==> config.mk <==
export PLATFORM = sky130hd
export DESIGN_NAME = updown_counter_flat
export DESIGN_NICKNAME = d
export VERILOG_FILES = /design/src/rtl/updown_pkg.sv /design/src/rtl/updown_counter_if.sv /design/src/rtl/updown_next.sv /design/src/rtl/updown_counter.sv /design/src/flat_wrapper.sv
export SDC_FILE = /design/constraint.sdc
export NUM_CORES = 1
export LEC_CHECK = 0
export BUFFER_PORTS_ARGS = -buffer_cell sky130_fd_sc_hd__buf_2
export CORE_MARGIN = 2
export CORE_UTILIZATION = 59
export CTS_BUF_LIST = sky130_fd_sc_hd__clkbuf_2 sky130_fd_sc_hd__clkbuf_4 sky130_fd_sc_hd__clkbuf_8
export DETAILED_ROUTE_END_ITERATION = 6
export PLACE_DENSITY = 0.91
export SETUP_SLACK_MARGIN = 0.15
export SLEW_MARGIN = 20
export SYNTH_ARGS = -nofsm -noshare
export SYNTH_HDL_FRONTEND = slang
export SYNTH_SLANG_ARGS = --single-unit
==> constraint.sdc <==
create_clock -name clk_i -period 5.5 [get_ports clk_i]
set_input_delay 0.55 -clock clk_i [delete_from_list [all_inputs] [get_ports clk_i]]
set_output_delay 0.55 -clock clk_i [all_outputs]
set_load 0.02 [all_outputs]
==> src/rtl/updown_pkg.sv <==
// Shared types and constants for the up/down counter family.
package updown_pkg;

    // Range-boundary behaviour selected per cycle.
    typedef enum logic {
        MODE_WRAP = 1'b0,
        MODE_SAT  = 1'b1
    } mode_e;

    // Count direction encodings as seen on addsub_i.
    localparam logic DIR_ADD = 1'b0;
    localparam logic DIR_SUB = 1'b1;

endpackage : updown_pkg

==> src/rtl/updown_counter_if.sv <==
// Control and status bundle of the up/down counter.
// The master drives the controls; the counter is the slave.
interface updown_counter_if #(
    parameter int WIDTH  = 8,
    parameter int STEP_W = 4
);
    logic              en_i;
    logic              addsub_i;
    logic [STEP_W-1:0] step_i;
    logic              mode_i;
    logic              load_i;
    logic [WIDTH-1:0]  load_val_i;
    logic [WIDTH-1:0]  out_o;
    logic              zero_o;
    logic              max_o;
    logic              wrap_o;
    logic              sat_o;

    modport master (
        output en_i, addsub_i, step_i, mode_i, load_i, load_val_i,
        input  out_o, zero_o, max_o, wrap_o, sat_o
    );

    modport slave (
        input  en_i, addsub_i, step_i, mode_i, load_i, load_val_i,
        output out_o, zero_o, max_o, wrap_o, sat_o
    );
endinterface : updown_counter_if

==> src/rtl/updown_next.sv <==
// Combinational next-value calculator for one enabled count step.
// The step s is expected to be pre-clipped to MAX_VAL by the caller.
module updown_next
    import updown_pkg::*;
#(
    parameter int WIDTH   = 8,
    parameter int MAX_VAL = (2**WIDTH) - 1
) (
    input  logic [WIDTH-1:0] v,
    input  logic [WIDTH-1:0] s,
    input  logic             dir,
    input  mode_e            mode,
    output logic [WIDTH-1:0] next_o,
    output logic             wrap_o,
    output logic             sat_o
);
    // One extra bit so v+s and the modulus never overflow.
    localparam logic [WIDTH:0] MAX_EXT = (WIDTH+1)'(MAX_VAL);
    localparam logic [WIDTH:0] MOD_EXT = MAX_EXT + {{WIDTH{1'b0}}, 1'b1};

    logic [WIDTH:0] v_ext_s;
    logic [WIDTH:0] s_ext_s;
    logic [WIDTH:0] sum_s;
    logic [WIDTH:0] res_s;

    // Apply the step in the chosen direction and resolve boundary crossings.
    always_comb begin
        v_ext_s = {1'b0, v};
        s_ext_s = {1'b0, s};
        sum_s   = v_ext_s + s_ext_s;
        res_s   = v_ext_s;
        wrap_o  = 1'b0;
        sat_o   = 1'b0;
        if (s == '0) begin
            res_s = v_ext_s;
        end else if (dir == DIR_ADD) begin
            if (sum_s > MAX_EXT) begin
                case (mode)
                    MODE_WRAP: begin
                        res_s  = sum_s - MOD_EXT;
                        wrap_o = 1'b1;
                    end
                    MODE_SAT: begin
                        res_s = MAX_EXT;
                        sat_o = 1'b1;
                    end
                    default: begin
                        res_s = v_ext_s;
                    end
                endcase
            end else begin
                res_s = sum_s;
            end
        end else begin
            if (s_ext_s > v_ext_s) begin
                case (mode)
                    MODE_WRAP: begin
                        // Written as MOD-(s-v) so the intermediate stays in range.
                        res_s  = MOD_EXT - (s_ext_s - v_ext_s);
                        wrap_o = 1'b1;
                    end
                    MODE_SAT: begin
                        res_s = '0;
                        sat_o = 1'b1;
                    end
                    default: begin
                        res_s = v_ext_s;
                    end
                endcase
            end else begin
                res_s = v_ext_s - s_ext_s;
            end
        end
        next_o = res_s[WIDTH-1:0];
    end

endmodule : updown_next

==> src/rtl/updown_counter.sv <==
// Parametrised up/down counter with step, enable, load and wrap/saturate modes.
module updown_counter
    import updown_pkg::*;
#(
    parameter int WIDTH   = 8,
    parameter int MAX_VAL = (2**WIDTH) - 1,
    parameter int STEP_W  = 4
) (
    input  logic               clk_i,
    input  logic               reset_i,
    updown_counter_if.slave    bus
);
    localparam logic [WIDTH-1:0] MAX_W = WIDTH'(MAX_VAL);

    logic [WIDTH-1:0] value_d, value_q;
    logic             wrap_d, wrap_q;
    logic             sat_d, sat_q;

    logic [WIDTH-1:0] step_ext_s;
    logic [WIDTH-1:0] step_clip_s;
    logic [WIDTH-1:0] load_clip_s;
    logic [WIDTH-1:0] nxt_val_s;
    logic             nxt_wrap_s;
    logic             nxt_sat_s;

    // Clip the step and the load value into the legal count range.
    always_comb begin
        step_ext_s = WIDTH'(bus.step_i);
        if (step_ext_s > MAX_W) begin
            step_clip_s = MAX_W;
        end else begin
            step_clip_s = step_ext_s;
        end
        if (bus.load_val_i > MAX_W) begin
            load_clip_s = MAX_W;
        end else begin
            load_clip_s = bus.load_val_i;
        end
    end

    updown_next #(
        .WIDTH   (WIDTH),
        .MAX_VAL (MAX_VAL)
    ) u_next (
        .v      (value_q),
        .s      (step_clip_s),
        .dir    (bus.addsub_i),
        .mode   (mode_e'(bus.mode_i)),
        .next_o (nxt_val_s),
        .wrap_o (nxt_wrap_s),
        .sat_o  (nxt_sat_s)
    );

    // Load beats count enable; otherwise hold with flags cleared.
    always_comb begin
        value_d = value_q;
        wrap_d  = 1'b0;
        sat_d   = 1'b0;
        if (bus.load_i) begin
            value_d = load_clip_s;
        end else if (bus.en_i) begin
            value_d = nxt_val_s;
            wrap_d  = nxt_wrap_s;
            sat_d   = nxt_sat_s;
        end else begin
            value_d = value_q;
        end
    end

    // Value and flag registers; reset overrides everything at the edge.
    always_ff @(posedge clk_i) begin
        if (reset_i) begin
            value_q <= '0;
            wrap_q  <= 1'b0;
            sat_q   <= 1'b0;
        end else begin
            value_q <= value_d;
            wrap_q  <= wrap_d;
            sat_q   <= sat_d;
        end
    end

    assign bus.out_o  = value_q;
    assign bus.zero_o = (value_q == '0);
    assign bus.max_o  = (value_q == MAX_W);
    assign bus.wrap_o = wrap_q;
    assign bus.sat_o  = sat_q;

endmodule : updown_counter

==> src/flat_wrapper.sv <==
// flat-port wrapper written by rule: the top's interface ports become plain ports
module updown_counter_flat import updown_pkg::*;
#(
    parameter int WIDTH   = 8,
    parameter int MAX_VAL = (2**WIDTH) - 1,
    parameter int STEP_W  = 4
)
  (clk_i, reset_i, bus_en_i, bus_addsub_i, bus_step_i, bus_mode_i, bus_load_i, bus_load_val_i, bus_out_o, bus_zero_o, bus_max_o, bus_wrap_o, bus_sat_o);
  updown_counter_if #(.WIDTH(WIDTH), .STEP_W(STEP_W)) bus_i ();
  input  logic clk_i;
  input  logic reset_i;
  input wire logic [$bits(bus_i.en_i)-1:0] bus_en_i;
  input wire logic [$bits(bus_i.addsub_i)-1:0] bus_addsub_i;
  input wire logic [$bits(bus_i.step_i)-1:0] bus_step_i;
  input wire logic [$bits(bus_i.mode_i)-1:0] bus_mode_i;
  input wire logic [$bits(bus_i.load_i)-1:0] bus_load_i;
  input wire logic [$bits(bus_i.load_val_i)-1:0] bus_load_val_i;
  output wire logic [$bits(bus_i.out_o)-1:0] bus_out_o;
  output wire logic [$bits(bus_i.zero_o)-1:0] bus_zero_o;
  output wire logic [$bits(bus_i.max_o)-1:0] bus_max_o;
  output wire logic [$bits(bus_i.wrap_o)-1:0] bus_wrap_o;
  output wire logic [$bits(bus_i.sat_o)-1:0] bus_sat_o;
  assign bus_i.en_i = bus_en_i;
  assign bus_i.addsub_i = bus_addsub_i;
  assign bus_i.step_i = bus_step_i;
  assign bus_i.mode_i = bus_mode_i;
  assign bus_i.load_i = bus_load_i;
  assign bus_i.load_val_i = bus_load_val_i;
  assign bus_out_o = bus_i.out_o;
  assign bus_zero_o = bus_i.zero_o;
  assign bus_max_o = bus_i.max_o;
  assign bus_wrap_o = bus_i.wrap_o;
  assign bus_sat_o = bus_i.sat_o;
  updown_counter #(.WIDTH(WIDTH), .MAX_VAL(MAX_VAL), .STEP_W(STEP_W)) u_core (.clk_i(clk_i), .reset_i(reset_i), .bus(bus_i));
endmodule
# Word level (Yosys, flattened, before mapping)
# Cells that the tools add are included.
# W data, S select, Z words.
totals:
  register_bits: 10
  output_inout_bits: 12
  in_bits: 18
  word_cells: 37
op_classes:
  n_bitwise: 2
  addsub: 5
  muxes: 17
  n_reduce_logical: 5
  n_eq_ne: 2
  magnitude_cmp: 3
op_table:
  columns: ["cell", "count"]
  rows:
  - ["$mux W8", 7]
  - ["$pmux W8 S2", 2]
  - ["$logic_not A8 Y1", 2]
  - ["$add A8 B4 Y9", 1]
  - ["$gt A9 B8 Y1 const B", 1]
  - ["$eq A8 B8 Y1 const B", 1]
  - ["$gt A4 B8 Y1", 1]
  - ["$gt A8 B8 Y1 const B", 1]
  - ["$mux W1", 8]
  - ["$sub A1 B8 Y8 const A", 1]
  - ["$sub A4 B8 Y8", 1]
  - ["$sub A8 B1 Y8 const B", 1]
  - ["$sub A8 B4 Y8", 1]
  - ["$reduce_or A4 Y1", 1]
  - ["$ne A2 B2 Y1 const B", 1]
  - ["$not A1 Y1", 2]
  - ["$reduce_and A2 Y1", 1]
  - ["$reduce_bool A2 Y1", 1]

# Longest topological paths before layout
# Gate-level depths: netlist of run 1.
depth:
  depth_word: 8
  mapped_depth: 8
  ltp_nobuf: 8

# Cells and area by module
# From an unflattened synthesis of run 1, not the netlist that was laid out.
unflattened:
  cells_unflattened: 185
  area_unflattened_um2: 1463.9
modules_own_cells:
  columns: ["mod", "area_per_inst_um2", "seq_area_each_um2", "cells_per_inst", "n_inst"]
  rows:
  - ["updown_next", 996.0, 0.0, 138, 1]
  - ["updown_counter", 467.9, 200.2, 47, 1]

# Worst setup path after synthesis of run 1
# Ideal clock, no wire load.
synth_path:
  path_kind: "register to register"
  startpoint: "register u_core.value_q[0] (netlist: u_core.bus.out_o[0])"
  endpoint: "register u_core.value_q[2] (netlist: u_core.bus.out_o[2])"
  required_ns: 5.426
  synth_period_minus_slack_ns: 2.101
  t_arrival_ns: 2.027
  stages_incl_launch_ff: 8
  setup_time_ns: 0.074
  setup_slack_ns: 3.399
  n_path_buf: 0
  cell_sequence: "dfxtp_1 > inv_1 > ha_1 > fa_1 > nand3b_1 > a41o_2 > a211o_1 > a31oi_1"
synth_between:
  elab_chain_cells: 8
  elab_cells_between_ends: 15
  classes_between: "add/sub (5); order compare (2); mux (8)"
synth_rtl:
  columns: ["item", "line_no", "rtl"]
  rows:
  - ["start: declaration", "updown_counter.sv:15", "logic [WIDTH-1:0] value_d, value_q;"]
  - ["start signal: assignment", "updown_counter.sv:77", "value_q <= value_d;"]
  - ["$add A8 B4 Y9 or $sub A4 B8 Y8 (tied branches)", "updown_next.sv:30, updown_next.sv:59", null]
  - ["$sub A8 B1 Y8 or $sub A1 B8 Y8 (tied branches)", "updown_next.sv:40, updown_next.sv:59", null]
  - ["$pmux W8 S2, on equally long branches", "updown_next.sv:38, updown_next.sv:56", null]
  - ["$mux W8, on equally long branches", "updown_next.sv:37, updown_next.sv:55", null]
  - ["$mux W8 (*)", "updown_next.sv:36", "end else if (dir == DIR_ADD) begin"]
  - ["$mux W8 (*)", "updown_next.sv:34", "if (s == '0) begin"]
  - ["$mux W8 (*)", "updown_counter.sv:61", "end else if (bus.en_i) begin"]
  - ["$mux W8 (*)", "updown_counter.sv:59", "if (bus.load_i) begin"]
# Mark *: on every way between the ends. The rest lies on a longest branch, timed or not. The select of a mux whose other input is x is not followed.
# A chain may end at the register's enable or synchronous reset.

# Final worst setup path of run 1
# Same ends and word-level chain as after synthesis.

==> results of run 1 <==
-- worst max path at each step --
stage / startpoint / endpoint / slack [ps] / cells past startpoint
after detailed placement: bus_step_i[0] / u_core.bus.out_o[1] / 3090 / 8
final: u_core.bus.out_o[0] / u_core.bus.out_o[2] / 3170 / 8
after global placement: bus_step_i[0] / u_core.bus.out_o[2] / 3130 / 8
after floorplan: u_core.bus.out_o[0] / u_core.bus.out_o[2] / 3400 / 7
after CTS: u_core.bus.out_o[0] / u_core.bus.out_o[4] / 3220 / 8
after global routing: u_core.bus.out_o[0] / u_core.bus.out_o[4] / 3100 / 8
-- per-stage QoR --
stage / hold slack [ps] / total power [mW] / instance area, sq um / setup slack (ps)
6_report: 480 / 0.273 / 1300 / 3170
5_1_grt: 469 / 0.288 / 1300 / 3100
3_5_place_dp: 557 / 0.202 / 1260 / 3090
2_1_floorplan: 611 / 0.173 / 1130 / 3400
4_1_cts: 477 / 0.270 / 1300 / 3220
3_3_place_gp: 557 / 0.199 / 1260 / 3130
-- power by group through the flow --
| stage | Sequential (mW) | Clock (mW) | Combinational (mW) |
|---|---|---|---|
| 2_1_floorplan | 0.0922 | 0 | 0.0807 |
| 3_3_place_gp | 0.0919 | 0 | 0.107 |
| 3_5_place_dp | 0.0925 | 0 | 0.109 |
| 4_1_cts | 0.0908 | 0.0694 | 0.110 |
| 5_1_grt | 0.0930 | 0.0731 | 0.122 |
| 6_report | 0.0912 | 0.0692 | 0.112 |
-- layout make-up --
type / instances / area [sq um] / area share
Timing Repair Buffer: 29 / 145 / 0.112
Sequential cell: 10 / 200 / 0.154
Tap cell: 25 / 31.3 / 0.0240
Inverter: 12 / 45.0 / 0.0346
Clock buffer: 4 / 36.3 / 0.0279
Multi-Input combinational cell: 118 / 843 / 0.648
-- cells by family (layout without fill, tap and decap cells) --
kind of cell	after synthesis	in the layout	synth area share
flip-flops	10	10	0.176
AO/OA/AOI/OAI	48	48	0.318
AND/OR/NAND/NOR	56	56	0.269
adder cells (fa/ha/maj)	10	10	0.123
buffers and inverters	20	45	0.0805
multiplexers	2	2	0.0176
XOR/XNOR	2	2	0.0154
-- placed cells by master, fill, tap and decap left out, types with 3 or more instances in the layout --
master and n:
buf_2 29, nor2_1 15, inv_1 11, dfxtp_1 10, a21oi_1 9, ha_1 8, nand2_1 7, nor3_1 6
o21ai_0 6, nor2b_1 6, a211o_1 5, nand4_1 4, o21ai_1 4, a31oi_1 4, and3_1 3, clkbuf_4 3
-- routing by layer --
metal / wire, um / up-vias / GRT usage
li1: - / 602 / -
met3: 336 / 8 / 0.0868
met5: 0 / - / 0
met4: 32 / 0 / 0.0595
met1: 1280 / 579 / 0.392
met2: 1400 / 80 / 0.475
-- registers in the layout, indices dropped and copies added (netlist names) --
register and count:
u_core.bus.wrap_o 1, u_core.bus.out_o 8, u_core.bus.sat_o 1
-- critical path, stage by stage (launching register included) --
cell and delay [ps]:
dfxtp_1 420, inv_1 90, ha_1 240, fa_1 430, nand3b_1 240, a41o_2 360, o211ai_1 190, o21ai_1 100
a31oi_1 180
==> results.json, run 1 <==
{
  "status": "completed",
  "finalSetupViolCount": 0,
  "ys.flop_type": "dfxtp_1",
  "hold_path_class": "in -> reg",
  "die_area_sq_um": 2290,
  "critPathKind": "reg -> reg",
  "final_nets": 202,
  "clk_latency_ps": 280,
  "fin_tns_setup_ps": 0,
  "ys_top_cells_by_area": "dfxtp_1, ha_1, nor2_1",
  "synth_nets": 176,
  "power.internal_mw": 0.165,
  "synthTopCellsByCount": "nor2_1, inv_1, dfxtp_1",
  "post_drt_via_cell_ratio": 6.41,
  "grt_overflow": 0,
  "io_buffers": 29,
  "drc": 0,
  "synth_area_per_cell_sq_um": 7.67,
  "antenna_found_initial": 0,
  "grt_pass1_wl_um": 4770,
  "synth_most_common_cell": "nor2_1",
  "layout-drive-gt1-share": 0.237,
  "cts_sinks": 10,
  "min_path_cells": 2,
  "cts_made_buffers": 3,
  "nFillCells": 149,
  "synth_edf_count": 0,
  "reg2reg_to": "u_core.bus.out_o[2]",
  "cp_max_fo": 6,
  "max_slew_margin": 0.609,
  "ys_ff_latch": 10,
  "yosys_warnings": 0,
  "track_usage": 0.295,
  "fp-row-count": 15,
  "coreArea_sq_um": 1760,
  "min_to": "u_core.bus.out_o[1]",
  "combPwrFrac": 0.412,
  "min_period_ps": 2330,
  "finalNonFillerCells": 198,
  "dp_cells": 194,
  "max_freq_mhz": 429,
  "rr_worst_depth": 8,
  "final_util": 0.738,
  "clk_path_buf_depth": 2,
  "cts_tree": "done",
  "synth_top_area_share": 0.176,
  "grt_pass1_vias": 1045,
  "wirelength_um": 3050,
  "required_ps": 5690,
  "worstMarginPinSlew_ps": 578,
  "hpwl_um": 2350,
  "cp.arrival_ps": 2520,
  "clkPwrFrac": 0.254,
  "drt_iter0_drc": 80,
  "start_util": 0.643,
  "drv_slew": 0,
  "yosysSeqAreaShare": 0.176,
  "io_pins": 30,
  "synth.largest_area_cell": "dfxtp_1",
  "power_switching_share": 0.396,
  "wl_per_cell_um": 15.4,
  "grt_max_degree": 15,
  "p_per_area_nw_per_um2": 209,
  "r2r_start": "u_core.bus.out_o[0]",
  "p_leak_nw": 0.616,
  "root_buffer": "clkbuf_4",
  "rsz0062_at_grt": "no",
  "ctsHoldBuffers": 0,
  "syn_inst": 148,
  "reg2reg_setup_slack_ps": 3170,
  "peakVddDrop_uv": 284,
  "final.period_utilization": 0.424,
  "ys_types": 50,
  "syn_to_final_growth_pct": 14.7,
  "post_cts_buffers": 0,
  "antenna_left": 0,
  "netlist_area_sq_um": 1130,
  "cp-start-kind": "flip-flop",
  "seqPwrFrac": 0.335,
  "htreeDepth": 1,
  "dieWidth_um": 47.9,
  "min-delay-start": "bus_load_val_i[1]",
  "hold_violations": 0,
  "switching_power_mw": 0.108,
  "vias": 1269,
  "cts_resized": 0,
  "drt-pass1-iter-count": 6,
  "maxCapViolCount": 0,
  "diodes": 0,
  "cts.clk_slew.worst_paths_ps": 60,
  "die_height_um": 47.9,
  "fin_skew_ps": 18.4,
  "synthArstFlopShare": 0,
  "gp_congestion": 0.938,
  "worstSetupEndpointType": "flip-flop"
}
Note: power is estimated with default switching activity, not from simulation.
==> run 2: changes to the inputs <==
--- a/config.mk
+++ b/config.mk
@@ -5,12 +5,13 @@
 export SDC_FILE = /design/constraint.sdc
 export NUM_CORES = 1
 export LEC_CHECK = 0
+export ABC_AREA = 1
 export BUFFER_PORTS_ARGS = -buffer_cell sky130_fd_sc_hd__buf_2
 export CORE_MARGIN = 2
-export CORE_UTILIZATION = 59
+export CORE_UTILIZATION = 55
 export CTS_BUF_LIST = sky130_fd_sc_hd__clkbuf_2 sky130_fd_sc_hd__clkbuf_4 sky130_fd_sc_hd__clkbuf_8
 export DETAILED_ROUTE_END_ITERATION = 6
-export PLACE_DENSITY = 0.91
+export PLACE_DENSITY = 0.85
 export SETUP_SLACK_MARGIN = 0.15
 export SLEW_MARGIN = 20
 export SYNTH_ARGS = -nofsm -noshare
==> constraint.sdc (replaced) <==
create_clock -name clk_i -period 2.2 [get_ports clk_i]
set_input_delay 0.22 -clock clk_i [delete_from_list [all_inputs] [get_ports clk_i]]
set_output_delay 0.22 -clock clk_i [all_outputs]
set_load 0.02 [all_outputs]
==> run 2 against run 1 <==
  * Critical path depth rose by 2
  * Sequential power rose by 140%
  * Via count rose by 10%
  * Register-to-register slack got worse by 2900 ps
  * Cell count rose by 24%
  * Synthesized cell count rose by 25%
  * Combinational power rose to 3.1 times the previous value
  * Core utilization fell by 3.9 points
  * Count of clock-buffer cells in the layout did not move
  * Sequential share of layout area fell by 0.72 points
  * Critical path type unchanged
  * Largest power group unchanged
  * Highest routed layer unchanged
==> results.json, run 2 <==
{
  "status": "completed",
  "max_slew_margin": 0.755,
  "drt_iter0_drc": 55,
  "ys_ff_latch": 10,
  "regArea_sq_um": 205,
  "ys_types": 33,
  "final.period_utilization": 0.875,
  "hold_path_class": "in -> reg",
  "hpwl_um": 2760,
  "postLayoutSetupSlackWorst_ps": 274,
  "start_util": 0.590,
  "yosys_warnings": 0,
  "p_leak_nw": 0.703,
  "dieWidth_um": 50.3,
  "worstSetupEndpointType": "flip-flop",
  "die_height_um": 50.3,
  "max_freq_mhz": 519,
  "synth.largest_area_cell": "dfxtp_1",
  "track_usage": 0.290,
  "root_buffer": "clkbuf_4",
  "ys_top_cells_by_area": "dfxtp_1, nand2_1, nand3_1",
  "vias": 1399,
  "cp.arrival_ps": 2090,
  "final_nets": 247,
  "post_drt_via_cell_ratio": 5.71,
  "antenna_found_initial": 0,
  "fp-row-count": 16,
  "wl_per_cell_um": 13.9,
  "placed_cell_area_sq_um": 1350,
  "clk_path_buf_depth": 2,
  "rsz0062_at_grt": "no",
  "maxCapViolCount": 0,
  "syn_to_final_growth_pct": 18.4,
  "layout-drive-gt1-share": 0.335,
  "antenna_left": 0,
  "io_pins": 30,
  "cts.clk_slew.worst_paths_ps": 70,
  "cts_tree": "done",
  "synth_most_common_cell": "nand2_1",
  "final_common_cell": "nand2_1",
  "synth_edf_count": 0,
  "finalSetupViolCount": 0,
  "syn_inst": 185,
  "critPathKind": "reg -> reg",
  "synthAdderAreaFrac": 0.119,
  "wirelength_um": 3410,
  "synth.mux.area_fraction": 0,
  "cp-start-kind": "flip-flop",
  "final_util": 0.699,
  "clk_latency_ps": 270,
  "multi_input_area_sq_um": 858,
  "synth_compound_area_frac": 0.146,
  "synth_top_area_share": 0.169,
  "p_per_area_nw_per_um2": 532,
  "htreeDepth": 1,
  "reg2reg_setup_slack_ps": 270,
  "drv_slew": 0,
  "synth_top_family_by_area": "simple AND/OR/NAND/NOR gates",
  "nFillCells": 176,
  "coreArea_sq_um": 2000,
  "min_path_cells": 2,
  "netlist_area_sq_um": 1180,
  "fin_skew_ps": 1.52,
  "die_area_sq_um": 2530,
  "synthArstFlopShare": 0,
  "synthTopCellsByCount": "nand2_1, nand3_1, nor2_1",
  "diodes": 0,
  "peakVddDrop_uv": 468,
  "gp_congestion": 0.942,
  "cts_sinks": 10,
  "synth_area_per_cell_sq_um": 6.38,
  "dp_slack_ps": 196,
  "rr_worst_depth": 10,
  "final_cell_mix": "nand2_1, buf_2, nand3_1, nor2_1, a21oi_1",
  "hold_violations": 0,
  "grt_pass1_vias": 1250,
  "fin_tns_setup_ps": 0,
  "synth_nets": 213,
  "drc": 0,
  "yosysSeqAreaShare": 0.169,
  "cp_max_fo": 5,
  "ys.flop_type": "dfxtp_1",
  "grt_pass1_wl_um": 5590,
  "grt_overflow": 0,
  "drt-pass1-iter-count": 4,
  "worstMarginPinSlew_ps": 367,
  "io_buffers": 29,
  "finalInstanceArea_sq_um": 1400,
  "yosys.area_share.simple": 0.450,
  "synth_xor_area_frac": 0.00742,
  "grt_max_degree": 10,
  "min_period_ps": 1930,
  "cts_made_buffers": 3,
  "required_ps": 2360,
  "largest_reg_flops": 8
}
## run 2: cell count changes in the layout (fill, tap and decap cells not counted), moves of 3 or more
cell and change:
inv_2 +9, nand2_1 +38, a31oi_1 -3, nor2_2 +3, nand3_1 +20, a21oi_1 +3, a211o_1 -5, buf_4 +4
and3_1 -3, nor2b_1 -6, nand3_2 +3, nand2_2 +6, inv_1 -3
## run 2: power breakdown
| part | internal (mW) | switching (mW) | leakage, nW |
|---|---|---|---|
| combinational | 0.127 | 0.225 | 0.599 |
| sequential | 0.196 | 0.0250 | 0.0836 |
| clock | 0.101 | 0.0713 | 0.0210 |
| total | 0.423 | 0.321 | 0.703 |
## run 2: layer usage
layer	vias to the layer above	share of wire	GRT usage
li1	682	-	-
met1	624	0.40	0.355
met2	81	0.48	0.491
met3	12	0.085	0.0625
met4	0	0.037	0.117
met5	-	0	0
## run 2: cell type report
| type | instances | area share |
|---|---|---|
| clock buffer | 4 | 0.0259 |
| inverter | 22 | 0.0644 |
| multi-input combinational | 149 | 0.614 |
| sequential | 10 | 0.147 |
| tap | 27 | 0.0242 |
| timing repair buffer | 33 | 0.125 |
## run 2: kinds of logic (layout without fill, tap and decap cells)
kind of cell | after synthesis | count (layout)
compound gates | 28 | 28
xor+xnor | 1 | 1
fa+ha+maj | 10 | 10
buf+inv | 26 | 59
flops | 10 | 10
simple gates | 110 | 110
## run 2: per-stage QoR
step	total power, mW	instances	hold slack (ps)
2_1_floorplan	0.473	185	282
3_3_place_gp	0.552	240	430
4_1_cts	0.735	244	143
5_1_grt	0.796	245	145
3_5_place_dp	0.562	240	435
6_report	0.744	245	156
## run 2: what timing repair did
| item | 4_1_cts | 5_1_grt |
|---|---|---|
| hold buffers | 0 | 0 |
| buffers inserted | 0 | 1 |
| resized for setup | 0 | 5 |
| setup endpoints to repair | 0 | 7 |
## run 2: path summary, 6_finish.rpt
check / from / end
max: u_core.bus.out_o[0] / u_core.bus.out_o[4]
max reg2reg: u_core.bus.out_o[0] / u_core.bus.out_o[4]
min reg2reg: u_core.bus.out_o[1] / u_core.bus.out_o[1]
min: bus_mode_i / u_core.bus.wrap_o
## run 2: critical path, cell delays in order (launching register included)
cell     delay [ps]
dfxtp_4         360
ha_1            240
fa_1            440
nand3_1         150
nand2_2         100
nand3_2         100
nand2_2          70
inv_2           100
nand2_1          60
o21ai_1         130
a21oi_1          70
